**src/rtl/fir_stream_ctrl.sv**
```systemverilog
// Packs a scalar sample stream into R-lane FIR beats, serialises results back out, and appends zero beats for the convolution tail.
// Latency: lane R-1 accepted -> fir_ce next cycle -> first m_valid two cycles later; input stalls while a packed word waits on an undrained buffer.
module fir_stream_ctrl #(
   parameter int super_ratio = 4,
   parameter int nTap        = 9
) (
   input  logic                      clock,
   input  logic                      reset,
   input  logic [31:0]               s_data,
   input  logic                      s_valid,
   output logic                      s_ready,
   input  logic                      s_last,
   output logic [31:0]               m_data,
   output logic                      m_valid,
   input  logic                      m_ready,
   output logic                      m_last,
   output logic [32*super_ratio-1:0] fir_din,
   output logic                      fir_ce,
   input  logic [32*super_ratio-1:0] fir_dout,
   output logic                      busy
);

   localparam int R  = super_ratio;
   localparam int LW = $clog2(R + 1);

   typedef enum logic [1:0] {IDLE, CAP, TAIL} state_t;

   state_t              state, state_nxt;
   logic [32*R-1:0]     pword;
   logic [LW-1:0]       pcnt;
   logic                pfull;
   logic                last_seen;
   logic [31:0]         ocount;
   logic [31:0]         issued;
   logic [32*R-1:0]     obuf;
   logic                bvld;
   logic [LW-1:0]       vcnt;
   logic [LW-1:0]       ocnt;
   logic                final_beat;

   logic                s_acc, m_acc, blk_done, more_tail;
   logic [31:0]         owed_left;
   logic [LW-1:0]       beat_lanes;

   assign s_acc     = s_valid && s_ready;
   assign m_acc     = m_valid && m_ready;
   assign blk_done  = m_acc && m_last;
   assign owed_left = ocount - issued;
   assign more_tail = last_seen && (owed_left > 32'(R));

   always_comb begin
      beat_lanes = LW'(R);
      if (last_seen && (owed_left < 32'(R)))
         beat_lanes = owed_left[LW-1:0];
   end

   always_ff @(posedge clock or posedge reset) begin
      if (reset)
         state <= IDLE;
      else
         state <= state_nxt;
   end

   always_comb begin
      state_nxt = state;
      case (state)
         IDLE:    if (pfull && !bvld) state_nxt = CAP;
         CAP:     state_nxt = more_tail ? TAIL : IDLE;
         TAIL:    if (!bvld) state_nxt = CAP;
         default: state_nxt = IDLE;
      endcase
      if (blk_done)
         state_nxt = IDLE;
   end

   // Once s_last is in, the packer stays closed until the block's final output
   // handshake so the next block's samples never mix with this block's counters.
   always_comb begin
      fir_ce  = ((state == IDLE) && pfull && !bvld) || ((state == TAIL) && !bvld);
      fir_din = '0;
      if (fir_ce && (state == IDLE))
         fir_din = pword;
      s_ready = !pfull && (state != TAIL) && !last_seen;
   end

   always_ff @(posedge clock or posedge reset) begin
      if (reset) begin
         pword      <= '0;
         pcnt       <= '0;
         pfull      <= 1'b0;
         last_seen  <= 1'b0;
         ocount     <= '0;
         issued     <= '0;
         obuf       <= '0;
         bvld       <= 1'b0;
         vcnt       <= '0;
         ocnt       <= '0;
         final_beat <= 1'b0;
         busy       <= 1'b0;
      end else if (blk_done) begin
         pword      <= '0;
         pcnt       <= '0;
         pfull      <= 1'b0;
         last_seen  <= 1'b0;
         ocount     <= '0;
         issued     <= '0;
         bvld       <= 1'b0;
         ocnt       <= '0;
         final_beat <= 1'b0;
         busy       <= 1'b0;
      end else begin
         // Lanes are zeroed after every beat, so a short last word is already zero-padded.
         if (fir_ce) begin
            pword <= '0;
            pcnt  <= '0;
            pfull <= 1'b0;
         end else if (s_acc) begin
            for (int i = 0; i < R; i++)
               if (pcnt == LW'(i))
                  pword[32*i +: 32] <= s_data;
            pcnt <= pcnt + LW'(1);
            if ((pcnt == LW'(R - 1)) || s_last)
               pfull <= 1'b1;
         end

         if (s_acc) begin
            busy      <= 1'b1;
            ocount    <= s_last ? ocount + 32'(nTap) : ocount + 32'd1;
            last_seen <= last_seen || s_last;
         end

         if (state == CAP) begin
            obuf       <= fir_dout;
            bvld       <= 1'b1;
            vcnt       <= beat_lanes;
            ocnt       <= '0;
            final_beat <= last_seen && !more_tail;
            issued     <= issued + 32'(beat_lanes);
         end else if (m_acc) begin
            if (ocnt == vcnt - LW'(1)) begin
               bvld <= 1'b0;
               ocnt <= '0;
            end else begin
               ocnt <= ocnt + LW'(1);
            end
         end
      end
   end

   always_comb begin
      m_data = '0;
      for (int i = 0; i < R; i++)
         if (ocnt == LW'(i))
            m_data = obuf[32*i +: 32];
   end

   assign m_valid = bvld;
   assign m_last  = bvld && final_beat && (ocnt == vcnt - LW'(1));

endmodule
```
**config.mk**
```make
export PLATFORM = sky130hd
export DESIGN_NAME = fir_stream_ctrl
export DESIGN_NICKNAME = d
export VERILOG_FILES = /design/src/rtl/fir_stream_ctrl.sv
export SDC_FILE = /design/constraint.sdc
export NUM_CORES = 1
export LEC_CHECK = 0
export ABC_CLOCK_PERIOD_IN_PS = 28500
export CAP_MARGIN = 20
export CORE_ASPECT_RATIO = 1.2
export CORE_MARGIN = 2
export CORE_UTILIZATION = 30
export CTS_CLUSTER_SIZE = 12
export DETAILED_ROUTE_END_ITERATION = 12
export HOLD_SLACK_MARGIN = 0.1
export PLACE_DENSITY_LB_ADDON = 0.05
export RECOVER_POWER = 50
export SLEW_MARGIN = 20
export SYNTH_ARGS = -nofsm -noshare
export SYNTH_HDL_FRONTEND = slang
export SYNTH_SLANG_ARGS = --single-unit
```
**constraint.sdc**
```tcl
create_clock -name clock -period 28.5 [get_ports clock]
set_input_delay 5.7 -clock clock [delete_from_list [all_inputs] [get_ports clock]]
set_output_delay 5.7 -clock clock [all_outputs]
set_load 0.05 [all_outputs]
```
# [After elaboration in Yosys (flattened, before gate mapping)]
# Index checks and enable logic that the tools add are counted.
[totals] regBits=336 word_cells=125 out_inout_bits=165
[classes] add_sub_neg=7 n_bitwise=1 n_mux=44 reduce_logical=43 magnitude_cmp=2 eq_ne=12
[ops] cell="2-to-1 mux 128 bit" count=4
[ops] cell="2-to-1 mux 32 bit" count=13
[ops] cell="adder 32 x 1 -> 32 bit, second input constant" count=1
[ops] cell="adder 32 x 3 -> 32 bit" count=1
[ops] cell="adder 32 x 4 -> 32 bit, second input constant" count=1
[ops] cell="greater-than comparator 32 x 3 -> 1 bit, second input constant" count=1
[ops] cell="less-than comparator 32 x 3 -> 1 bit, second input constant" count=1
[ops] cell="subtractor 32 bit" count=1
[ops] cell="2-to-1 mux 3 bit" count=8
[ops] cell="nonzero test 3 bit" count=8
[ops] cell="AND reduction 2 bit" count=8
[ops] cell="logical AND 1 bit" count=15
[ops] cell="2-to-1 mux 1 bit" count=14
[ops] cell="== test 3 x 2 -> 1 bit, second input constant" count=4
[ops] cell="2-to-1 mux 2 bit" count=4
[ops] cell="adder 3 x 1 -> 3 bit, second input constant" count=2
[ops] cell="== test 3 x 1 -> 1 bit, second input constant" count=2
[ops] cell="logical NOT 3 bit" count=2
[ops] cell="!= test 3 bit, second input constant" count=2
[ops] cell="case mux 2 bit (3 select lines)" count=1
[ops] cell="logical NOT 1 bit" count=4
[ops] cell="nonzero test 2 bit" count=2
[ops] cell="== test 3 bit" count=1
[ops] cell="logical OR 1 bit" count=3
[ops] cell="other kinds (6)" count=6

# [Longest topological paths before layout]
# Gate-level depths: netlist of run 1.
[logic_depth] ltp_word=7 ltp_mapped=26 mapped_depth_nobuf=23

# [Least setup slack after synthesis of run 1]
# OpenSTA, ideal clock, no wires.
[synth_path] path_kind="reg2out" start="register ocnt[1]" end="output port m_data[10]" stages_incl_launch_ff=8 setup_slack_ns=20.148 t_required_ns=22.800 arrival_ns=2.652 cell_sequence="dfrtp_1 > inv_1 > ha_1 > nor3b_1 > clkbuf_1 > a221o_1 > o21ai_0 > o21ai_0"
[synth_between] elab_chain_cells=5 elab_cells_between_ends=8
[synth_rtl] element="start, declared" line="38" text="logic [LW-1:0] ocnt;"
[synth_rtl] element="start signal, assigned" line="144" text="ocnt <= ocnt + LW'(1);"
[synth_rtl] element="logical NOT 3 bit" line="153" text="if (ocnt == LW'(i))"
[synth_rtl] element="2-to-1 mux 32 bit (3 in a row)" line="153"
[synth_rtl] element="2-to-1 mux 32 bit *" line="153"
[synth_rtl] element="end, declared" line="13" text="output logic [31:0] m_data,"
# Mark *: on every way between the ends. The rest lies on a longest branch, timed or not.

==> run_results.csv, run 1 <==
group,metric,value,unit
status,outcome,"finished with violations",
status,violations,"max-capacitance violations, max-slew violations",
detailed_routing,drt_wl_total,61.3,mm
power,p_total,2.23,mW
detailed_routing,drc,0,
clocking,clk_latency,0.56,ns
floorplanning,fp.dieH,272,um
detailed_routing,num_vias,15200,
critical_path,critical_path.slowest_cell,"clkbuf_1",
floorplanning,ios,330,
cells_and_area,drive_gt1_share,10.3,%
critical_path,worst-path-stages,3,
floorplanning,coreArea,0.0593,mm^2
power,peakVddDrop,49.2,uV
detailed_routing,vias_per_cell,5.00,
timing,hold_viol_final,0,
critical_path,crit_path_end_kind,"asynchronous set/reset pin",
grt,grt_pass1_wl,93.4,mm
detailed_routing,drt_iter0_drc,861,
critical_path,critPathRequiredTime,28.23,ns
critical_path,regToRegSetupSlack,21.30,ns
placed_design,io_buffers,329,
timing,slew-limit-headroom,-251,%
placed_design,place.detailed.hpwl,42.1,mm
logic_synthesis,yosys.area_share.xor_xnor,2.69,%
flow_run,max_cap_viol_count,4,
detailed_routing,drt_pass1_iterations,7,
clocking,path_clk_slew,0.06,ns
timing,min_period_over_period,43.9,%
logic_synthesis,syn_avg_cell_area,9.23,um^2
timing,tightest_slew,5.23,ns
grt,gr-total-overflow,0,
clocking,cts-root-buf,"clkbuf_16",
logic_synthesis,ys_warn_count,0,
floorplanning,rows,98,
floorplanning,initial_core_util,30.2,%
hold_path,min-delay-start,"pword[98]$_DFFE_PP0P_",
power,p_leak,9.85,nW
clocking,cts_tree,"built",
critical_path,critPathKind,"in2async",
cells_and_area,area_growth,29.6,%
logic_synthesis,synthCells,1943,
logic_synthesis,synth_mux_area_share,8.55,%
clocking,h-tree-depth,2,
logic_synthesis,ys.flop_type,"dfrtp_1",
floorplanning,dieArea,0.0617,mm^2
critical_path,reg2reg_depth,22,
critical_path,critPathMaxFanout,111,
timing,fin_crit,12.51,ns
critical_path,reg2reg_to,"issued[25]$_DFFE_PP0P_",
logic_synthesis,yosys.cell_types.count,66,
power,power.density,96.2,mW/mm^2
floorplanning,die_width,227,um
logic_synthesis,synth_fa_ha_area_share,3.43,%
clocking,cts_resized,0,
critical_path,arrival,12.23,ns
hold_path,hp-class,"reg2reg",
hold_path,whs_path_depth,2,
logic_synthesis,synth-edff-count,0,
timing,final.setup.tns,0,ns
critical_path,crit_chain,"dlygate4sd3_1, clkinvlp_2, clkbuf_1",
logic_synthesis,syn-num-nets,2156,
clocking,numCtsBuffers,41,
logic_synthesis,synth_compound_area_share,14.4,%
logic_synthesis,syn_area,0.0179,mm^2
grt,grt_start_max_net_pins,161,
timing,max_clock_freq,0.0800,GHz
placed_design,place.gp.congestion,0.828,
clocking,cts_sinks,336,
timing,rsz0062_at_grt,"no",
clocking,cts-hold-fix-buffers,0,
logic_synthesis,synth_seq_area_share,46.9,%
logic_synthesis,synth_top_family_by_area,"simple AND/OR/NAND/NOR gates",
logic_synthesis,ys_seq_elements,336,
critical_path,start_kind,"primary input",
critical_path,slowest_delay,2.96,ns
detailed_routing,wire_per_inst,20.2,um
timing,slew_viol_final,348,
logic_synthesis,synthSimpleGateAreaFrac,20.2,%
grt,grt_pass1_vias,15100,
critical_path,path_delay_family,"buffers and inverters",
logic_synthesis,async_flop_share,100,%
clocking,cts_buffer_depth,3,
critical_path,timing.rr.start,"ocount[0]$_DFFE_PP0P_",
timing,setup_violations,0,
timing,finalClockSkew,0.0233,ns
hold_path,whs_endpoint,"pword[98]$_DFFE_PP0P_",
clocking,cts_setup_buffers,0,
cells_and_area,layout.nets,2421,
grt,grt_usage,19.6,%
critical_path,path_buf_inv,3,
cells_and_area,fillers,6091,
grt,antenna_found_initial,10,
detailed_routing,ant_nets,0,
cells by family after synthesis:
family,count (synthesis)
compound gates,424
xor+xnor,55
fa+ha+maj,48
buf+inv,177
flops,336
mux,137
simple gates,766
synth_stat cells, types with 4 or more instances:
cell	count	area (um^2)
o22ai_1	5	31.3
buf_1	11	41.3
and4b_1	4	40.0
nor3b_1	4	30.0
and4_1	5	43.8
or3_1	12	75.1
and2_1	134	838
nand4_1	34	213
a31oi_1	5	31.3
ha_1	46	576
a211oi_1	9	67.6
a221o_1	33	330
or4_1	6	45.0
o2111ai_1	5	43.8
o31ai_1	5	37.5
a21oi_1	164	821
buf_2	4	20.0
mux2i_1	7	70.1
nor2_1	94	353
nor3_1	16	80.1
a41oi_1	4	35.0
nor2b_1	8	50.1
o21a_1	14	105
and3_1	17	106
nand3_1	28	140
dfrtp_1	336	8410
xor2_1	26	228
mux2_2	130	1460
nor4_1	12	75.1
o211ai_1	7	52.6
a21o_1	12	90.1
o21ai_0	130	651
inv_1	52	195
clkbuf_1	108	405
xnor2_1	29	254
nand2_1	377	1420
where the power goes:
part	switching [mW]	total, mW	internal [mW]
sequential	0.0920	0.744	0.652
clock	0.210	0.513	0.304
combinational	0.593	0.977	0.384
total	0.894	2.23	1.34
placed cells by master, fill, tap and decap left out, types with 14 or more instances in the layout:
cell,n
and2_1,134
dfrtp_1,336
clkdlybuf4s50_1,327
o21a_1,14
nand3_1,28
nand4_1,35
inv_1,51
clkbuf_16,41
nor2_1,93
o21ai_0,130
a221o_1,33
xnor2_1,29
nor3_1,16
ha_1,45
a21oi_1,163
and3_1,15
xor2_1,26
nand2_1,372
mux2_2,130
clkbuf_1,14
metrics by stage:
stage | setup slack [ns] | hold WS (ns) | instances | area, um^2 | util, %
5_1_grt | 14.58 | 0.503 | 3036 | 23200 | 39.1
2_1_floorplan | 13.49 | 0.442 | 1943 | 17900 | -
3_5_place_dp | 19.40 | 0.464 | 2965 | 22000 | 37.0
6_report | 15.99 | 0.470 | 3039 | 23200 | 39.2
4_1_cts | 19.20 | 0.477 | 3036 | 23300 | 39.2
3_3_place_gp | 19.44 | 0.454 | 2965 | 22000 | 37.0
worst reg2reg max path: stages, from the launching register on:
cell       delay (ns)
dfrtp_1          0.48
inv_1            0.10
ha_1             0.20
inv_1            0.07
fa_1             0.42
a21o_1           0.22
nand4_1          0.21
a2111oi_1        0.16
or4_1            0.67
a21oi_1          0.45
o21bai_1         0.11
or4_1            0.41
nor4_1           0.32
nand4_1          0.29
or2_0            0.41
ha_1             0.39
and4b_1          0.21
nand4_1          0.22
a21oi_1          0.20
nand4_1          0.39
and2_1           0.45
or4_1            0.55
a21oi_1          0.15
final cells by class:
| type | count | area (um^2) | share of cell area [%] |
|---|---|---|---|
| tap | 800 | 1000 | 4.31 |
| timing repair buffer | 347 | 3430 | 14.8 |
| sequential | 336 | 8410 | 36.2 |
| clock inverter | 12 | 123 | 0.528 |
| inverter | 52 | 196 | 0.845 |
| antenna | 3 | 7.51 | 0.0323 |
| clock buffer | 59 | 1170 | 5.05 |
| multi-input combinational | 1430 | 8900 | 38.3 |
state kept, by name, summed over array words and instances (netlist names):
register    cells
issued         32
busy            1
pfull           1
ocnt            3
obuf          128
final_beat      1
pword         128
m_valid         1
vcnt            3
state           2
ocount         32
pcnt            3
last_seen       1
routing by layer:
layer  vias up  global-route usage (%)  routed length [um]
met1      7509                    24.8               25900
met5         -                       0                  81
met2       329                    34.5               31200
li1       7252                       -                   -
met3        80                    3.53                3010
met4        14                    4.47                1140
worst max path at each step:
stage,start,to
2_1_floorplan,reset,busy$_DFFE_PP0P_
3_3_place_gp,m_ready,obuf[64]$_DFFE_PP0P_
3_5_place_dp,m_ready,obuf[106]$_DFFE_PP0P_
4_1_cts,ocnt[0]$_DFFE_PP0P_,m_data[25]
5_1_grt,reset,ocount[23]$_DFFE_PP0P_
6_report,reset,ocount[28]$_DFFE_PP0P_
Note: power is estimated with default switching activity, not from simulation.
==> run 2: changes to the inputs <==
--- a/config.mk
+++ b/config.mk
@@ -5,7 +5,7 @@
 export SDC_FILE = /design/constraint.sdc
 export NUM_CORES = 1
 export LEC_CHECK = 0
-export ABC_CLOCK_PERIOD_IN_PS = 28500
+export ABC_CLOCK_PERIOD_IN_PS = 11900
 export CAP_MARGIN = 20
 export CORE_ASPECT_RATIO = 1.2
 export CORE_MARGIN = 2
==> constraint.sdc (replaced) <==
create_clock -name clock -period 11.9 [get_ports clock]
set_input_delay 2.38 -clock clock [delete_from_list [all_inputs] [get_ports clock]]
set_output_delay 2.38 -clock clock [all_outputs]
set_load 0.05 [all_outputs]
==> run_results.csv, run 2 (synthesis results as in run 1) <==
group,metric,value,unit
power,p_leak,9.91,nW
cells_and_area,area_growth,30.0,%
timing,final.setup.tns,0,ns
detailed_routing,drt_iter0_drc,897,
status,violations,"max-capacitance violations, max-slew violations",
timing,slew-limit-headroom,-269,%
hold_path,hp-class,"reg2reg",
clocking,clk_latency,0.57,ns
detailed_routing,drt_wl_total,61.4,mm
cells_and_area,final_core_util,39.3,%
critical_path,reg2reg_to,"pword[111]$_DFFE_PP0P_",
timing,slew_viol_final,317,
timing,finalClockSkew,0.0279,ns
clocking,cts_sinks,336,
timing,min_period_over_period,62.2,%
clocking,cts_setup_buffers,0,
detailed_routing,drt_pass1_iterations,5,
grt,grt_pass1_vias,15100,
critical_path,reg2reg_depth,11,
detailed_routing,drc,0,
grt,grt_pass1_wl,93.0,mm
floorplanning,ios,330,
cells_and_area,layout.nets,2427,
flow_run,max_cap_viol_count,4,
critical_path,critPathLaunch,"m_ready",
timing,setup_violations,0,
floorplanning,coreArea,0.0593,mm^2
critical_path,start_kind,"primary input",
grt,gr-total-overflow,0,
grt,grt_usage,19.6,%
critical_path,crit_path_end,"pword[111]$_DFFE_PP0P_",
detailed_routing,ant_nets,0,
floorplanning,die_width,227,um
detailed_routing,wire_per_inst,20.1,um
cells_and_area,top_regs,"obuf x128, pword x128",
timing,max_clock_freq,0.135,GHz
power,power.density,230,mW/mm^2
cells_and_area,instances_no_fill,3045,
floorplanning,rows,98,
grt,grt_start_max_net_pins,129,
floorplanning,initial_core_util,30.2,%
critical_path,critPathKind,"in2reg",
timing,fin_crit,7.41,ns
critical_path,arrival,7.80,ns
floorplanning,fp.dieH,272,um
placed_design,dp.cells,2970,
placed_design,io_buffers,329,
cells_and_area,fillers,6145,
clocking,cts_resized,0,
floorplanning,dieArea,0.0617,mm^2
critical_path,critPathRequiredTime,12.30,ns
critical_path,regToRegSetupSlack,5.41,ns
detailed_routing,num_vias,15000,
detailed_routing,vias_per_cell,4.93,
cells_and_area,mostFrequentLayoutCell,"nand2_1",
cells_and_area,final_cell_mix,"nand2_1, dfrtp_1, clkdlybuf4s50_1",
cells_and_area,multi_input_area,0.00889,mm^2
placed_design,place.gp.congestion,0.897,
clocking,cts-root-buf,"clkbuf_16",
cells_and_area,seqCellArea,0.00841,mm^2
grt,antenna_found_initial,7,
clocking,cts-hold-fix-buffers,0,
clocking,h-tree-depth,2,
critical_path,timing.rr.start,"vcnt[0]$_DFFE_PP0P_",
timing,tightest_slew,5.53,ns
critical_path,critPathMaxFanout,99,
timing,rsz0062_at_grt,"no",
power,peakVddDrop,92.1,uV
clocking,cts_tree,"built",
timing,hold_viol_final,0,
critical_path,crit_path_end_kind,"flip-flop",
status,outcome,"finished with violations",
clocking,cts_buffer_depth,3,
placed_design,place.detailed.hpwl,42.6,mm
clocking,numCtsBuffers,41,
cells_and_area,drive_gt1_share,10.6,%
clocking,path_clk_slew,0.06,ns
[run 2: cell count changes in the layout (fill, tap and decap cells not counted), moves of 2 or more]
cell      before  now
buf_4         12   18
clkinv_8       0    2
clkbuf_1      14   16
clkbuf_8       8   11
clkinv_2       6    3
[run 2: worst min path at each step]
| stage | start | to | slack [ns] | cells after the start |
|---|---|---|---|---|
| floorplan | pword[100]$_DFFE_PP0P_ | pword[100]$_DFFE_PP0P_ | 0.44 | 2 |
| global placement | pword[116]$_DFFE_PP0P_ | pword[116]$_DFFE_PP0P_ | 0.46 | 2 |
| detailed placement | pword[127]$_DFFE_PP0P_ | pword[127]$_DFFE_PP0P_ | 0.46 | 2 |
| CTS | pword[107]$_DFFE_PP0P_ | pword[107]$_DFFE_PP0P_ | 0.47 | 2 |
| global route | pword[112]$_DFFE_PP0P_ | pword[112]$_DFFE_PP0P_ | 0.49 | 2 |
| finish | pword[107]$_DFFE_PP0P_ | pword[107]$_DFFE_PP0P_ | 0.47 | 2 |
[run 2: worst max-delay path: stages]
cell and delay (ns):
dlygate4sd3_1 0.57, nand4_1 0.58, nand2_4 0.19, clkbuf_1 3.51, a21oi_4 -0.25, buf_4 0.53
nand2_1 0.14, o21ai_0 0.09
[run 2: power breakdown]
part           switching [mW]  internal, mW
clock network           0.512         0.728
logic                    1.42         0.925
registers               0.215          1.56
[run 2: cell type report]
cell class                      instances  area share [%]
Clock buffer                           64            5.25
Sequential cell                       336            36.1
Clock inverter                          8           0.403
Timing Repair Buffer                  353            14.9
Multi-Input combinational cell       1430            38.2
Inverter                               52           0.843
Tap cell                              800            4.30
Antenna cell                            2          0.0215
[run 2: per-stage QoR]
step / cell area [um^2] / setup WS (ns) / hold WS (ns) / total power [mW]
after global routing: 23300 / 3.86 / 0.494 / 5.70
after CTS: 23300 / 5.54 / 0.475 / 5.43
after floorplan: 17900 / 0.210 / 0.442 / 3.39
after detailed placement: 22000 / 5.56 / 0.462 / 4.16
after global placement: 22000 / 5.67 / 0.455 / 4.12
final: 23300 / 4.49 / 0.471 / 5.36
[run 2: per-layer routing]
metal  share of wire, %  up-vias  global-route usage (%)
met3                4.5       81                    3.33
li1                   -     7250                       -
met2                 50      321                    33.9
met4                2.2        8                    4.99
met1                 43     7365                    25.2
met5              0.083        -                       0
==> run 3: changes to the inputs <==
--- a/config.mk
+++ b/config.mk
@@ -5,7 +5,7 @@
 export SDC_FILE = /design/constraint.sdc
 export NUM_CORES = 1
 export LEC_CHECK = 0
-export ABC_CLOCK_PERIOD_IN_PS = 11900
+export ABC_CLOCK_PERIOD_IN_PS = 6500
 export CAP_MARGIN = 20
 export CORE_ASPECT_RATIO = 1.2
 export CORE_MARGIN = 2
==> constraint.sdc (replaced) <==
create_clock -name clock -period 6.5 [get_ports clock]
set_input_delay 1.3 -clock clock [delete_from_list [all_inputs] [get_ports clock]]
set_output_delay 1.3 -clock clock [all_outputs]
set_load 0.05 [all_outputs]
==> run_results.csv, run 3 (synthesis results as in run 1) <==
group,metric,value,unit
status,outcome,"finished with violations",
status,violations,"max-capacitance violations, max-slew violations",
grt,grt_pass1_vias,15200,
clocking,path_clk_slew,0.06,ns
grt,grt_usage,19.6,%
clocking,cts_setup_buffers,0,
power,power.density,422,mW/mm^2
floorplanning,initial_core_util,30.2,%
timing,slew_viol_final,423,
clocking,cts-root-buf,"clkbuf_16",
critical_path,critPathRequiredTime,6.96,ns
cells_and_area,layout.nets,2432,
timing,hold_viol_final,0,
clocking,cts-hold-fix-buffers,0,
floorplanning,coreArea,0.0593,mm^2
critical_path,arrival,6.65,ns
cells_and_area,top_regs,"obuf x128, pword x128",
critical_path,start_kind,"flip-flop",
critical_path,crit_path_end_kind,"flip-flop",
detailed_routing,drt_pass1_iterations,4,
critical_path,path_delay_family,"simple AND/OR/NAND/NOR gates",
clocking,clk_latency,0.56,ns
floorplanning,ios,330,
hold_path,hp-class,"reg2reg",
cells_and_area,seqCellArea,0.00841,mm^2
critical_path,crit_chain,"inv_1, ha_1, inv_1, fa_1, a21o_1, nand4_1, a2111oi_1, or4_1, a21oi_2, o21bai_1, or4_1, nor4_1, nand4_1, or2_2, ha_1, and4b_1, nand4_1, a21oi_1, nand4_2, and2_1, or4_1, a21oi_1",
floorplanning,die_width,227,um
grt,gr-total-overflow,0,
detailed_routing,drt_iter0_drc,862,
cells_and_area,fin_area,0.0234,mm^2
detailed_routing,vias_per_cell,4.94,
critical_path,critPathMaxFanout,6,
clocking,cts_buffer_depth,3,
timing,max_clock_freq,0.161,GHz
power,peakVddDrop,223,uV
detailed_routing,ant_nets,0,
grt,antenna_found_initial,8,
grt,grt_pass1_wl,93.4,mm
timing,fin_crit,6.19,ns
timing,rsz0062_at_grt,"no",
timing,tightest_slew,4.15,ns
placed_design,place.detailed.hpwl,42.7,mm
clocking,cts_sinks,336,
detailed_routing,num_vias,15100,
cells_and_area,final_core_util,39.4,%
critical_path,slowest_delay,0.65,ns
critical_path,critPathKind,"reg2reg",
floorplanning,fp.dieH,272,um
cells_and_area,multi_input_area,0.00890,mm^2
detailed_routing,drt_wl_total,61.6,mm
floorplanning,dieArea,0.0617,mm^2
power,p_total,9.88,mW
clocking,h-tree-depth,2,
placed_design,place.gp.congestion,0.883,
placed_design,dpl_cell_area,0.0221,mm^2
detailed_routing,wire_per_inst,20.2,um
cells_and_area,mostFrequentLayoutCell,"nand2_1",
critical_path,critical_path.slowest_cell,"or4_1",
clocking,cts_resized,0,
timing,min_period_over_period,95.3,%
cells_and_area,final_cell_mix,"nand2_1, dfrtp_1, clkdlybuf4s50_1",
clocking,cts_tree,"built",
grt,grt_start_max_net_pins,152,
detailed_routing,drc,0,
timing,slew-limit-headroom,-177,%
floorplanning,rows,98,
flow_run,max_cap_viol_count,5,
timing,setup_violations,0,
cells_and_area,drive_gt1_share,11.2,%
cells_and_area,fillers,6063,
timing,final.setup.tns,0,ns
power,p_leak,9.98,nW
clocking,numCtsBuffers,42,
timing,finalClockSkew,0.0254,ns
cells_and_area,area_growth,30.5,%
placed_design,io_buffers,329,
critical_path,path_buf_inv,2,
==> run 3: cell count changes in the layout (fill, tap and decap cells not counted), moves of 2 or more <==
| cell | previous run | this run |
|---|---|---|
| clkbuf_16 | 41 | 43 |
| clkbuf_1 | 16 | 9 |
| clkbuf_2 | 0 | 2 |
| clkinv_2 | 3 | 5 |
| clkbuf_8 | 11 | 15 |
| buf_4 | 18 | 23 |
| clkinv_8 | 2 | 0 |
==> run 3: layout make-up <==
class / count / area share [%]
flip-flops and latches: 336 / 35.9
diodes: 3 / 0.0321
clock inverters: 9 / 0.251
multi-input cells: 1430 / 38.0
clock buffers: 66 / 5.61
well taps: 800 / 4.28
inverters: 52 / 0.840
repair buffers: 357 / 15.0
==> run 3: metrics by stage <==
stage / hold WS (ns) / std cells / worst slack [ns]
floorplan: 0.442 / 1943 / 0.709
global placement: 0.456 / 2975 / 0.393
detailed placement: 0.462 / 2975 / 0.357
CTS: 0.475 / 3050 / 0.315
global route: 0.489 / 3051 / 0.0350
finish: 0.468 / 3053 / 0.305
==> run 3: per-layer routing <==
| layer | vias to the layer above | GRT usage [%] | wire length (um) |
|---|---|---|---|
| met1 | 7441 | 25.4 | 27000 |
| met2 | 280 | 33.8 | 30500 |
| met3 | 83 | 3.38 | 2710 |
| li1 | 7281 | - | - |
| met4 | 8 | 5.06 | 1350 |
| met5 | - | 0 | 49 |
==> run 3: report_power, final <==
group | leakage [nW] | internal, mW | switching [mW]
logic | 5.12 | 1.69 | 2.62
registers | 4.18 | 2.86 | 0.388
clock network | 0.680 | 1.38 | 0.943
==> run 3: tightest hold or removal path, cell delays in order (launching register included) <==
cell     delay [ns]
dfrtp_1        0.33
nand2_1        0.04
o21ai_0        0.05
==> run 3: path summary, 6_finish.rpt <==
| kind | start | end | slack, ns | cells after the start |
|---|---|---|---|---|
| setup / recovery | ocount[0]$_DFFE_PP0P_ | issued[31]$_DFFE_PP0P_ | 0.31 | 22 |
| max in group asynchronous | reset | issued[13]$_DFFE_PP0P_ | 1.18 | 3 |
| setup reg to reg | ocount[0]$_DFFE_PP0P_ | issued[31]$_DFFE_PP0P_ | 0.31 | 22 |
| hold reg to reg | pword[108]$_DFFE_PP0P_ | pword[108]$_DFFE_PP0P_ | 0.47 | 2 |
| hold / removal | pword[108]$_DFFE_PP0P_ | pword[108]$_DFFE_PP0P_ | 0.47 | 2 |
| min in group asynchronous | reset | issued[28]$_DFFE_PP0P_ | 1.09 | 2 |
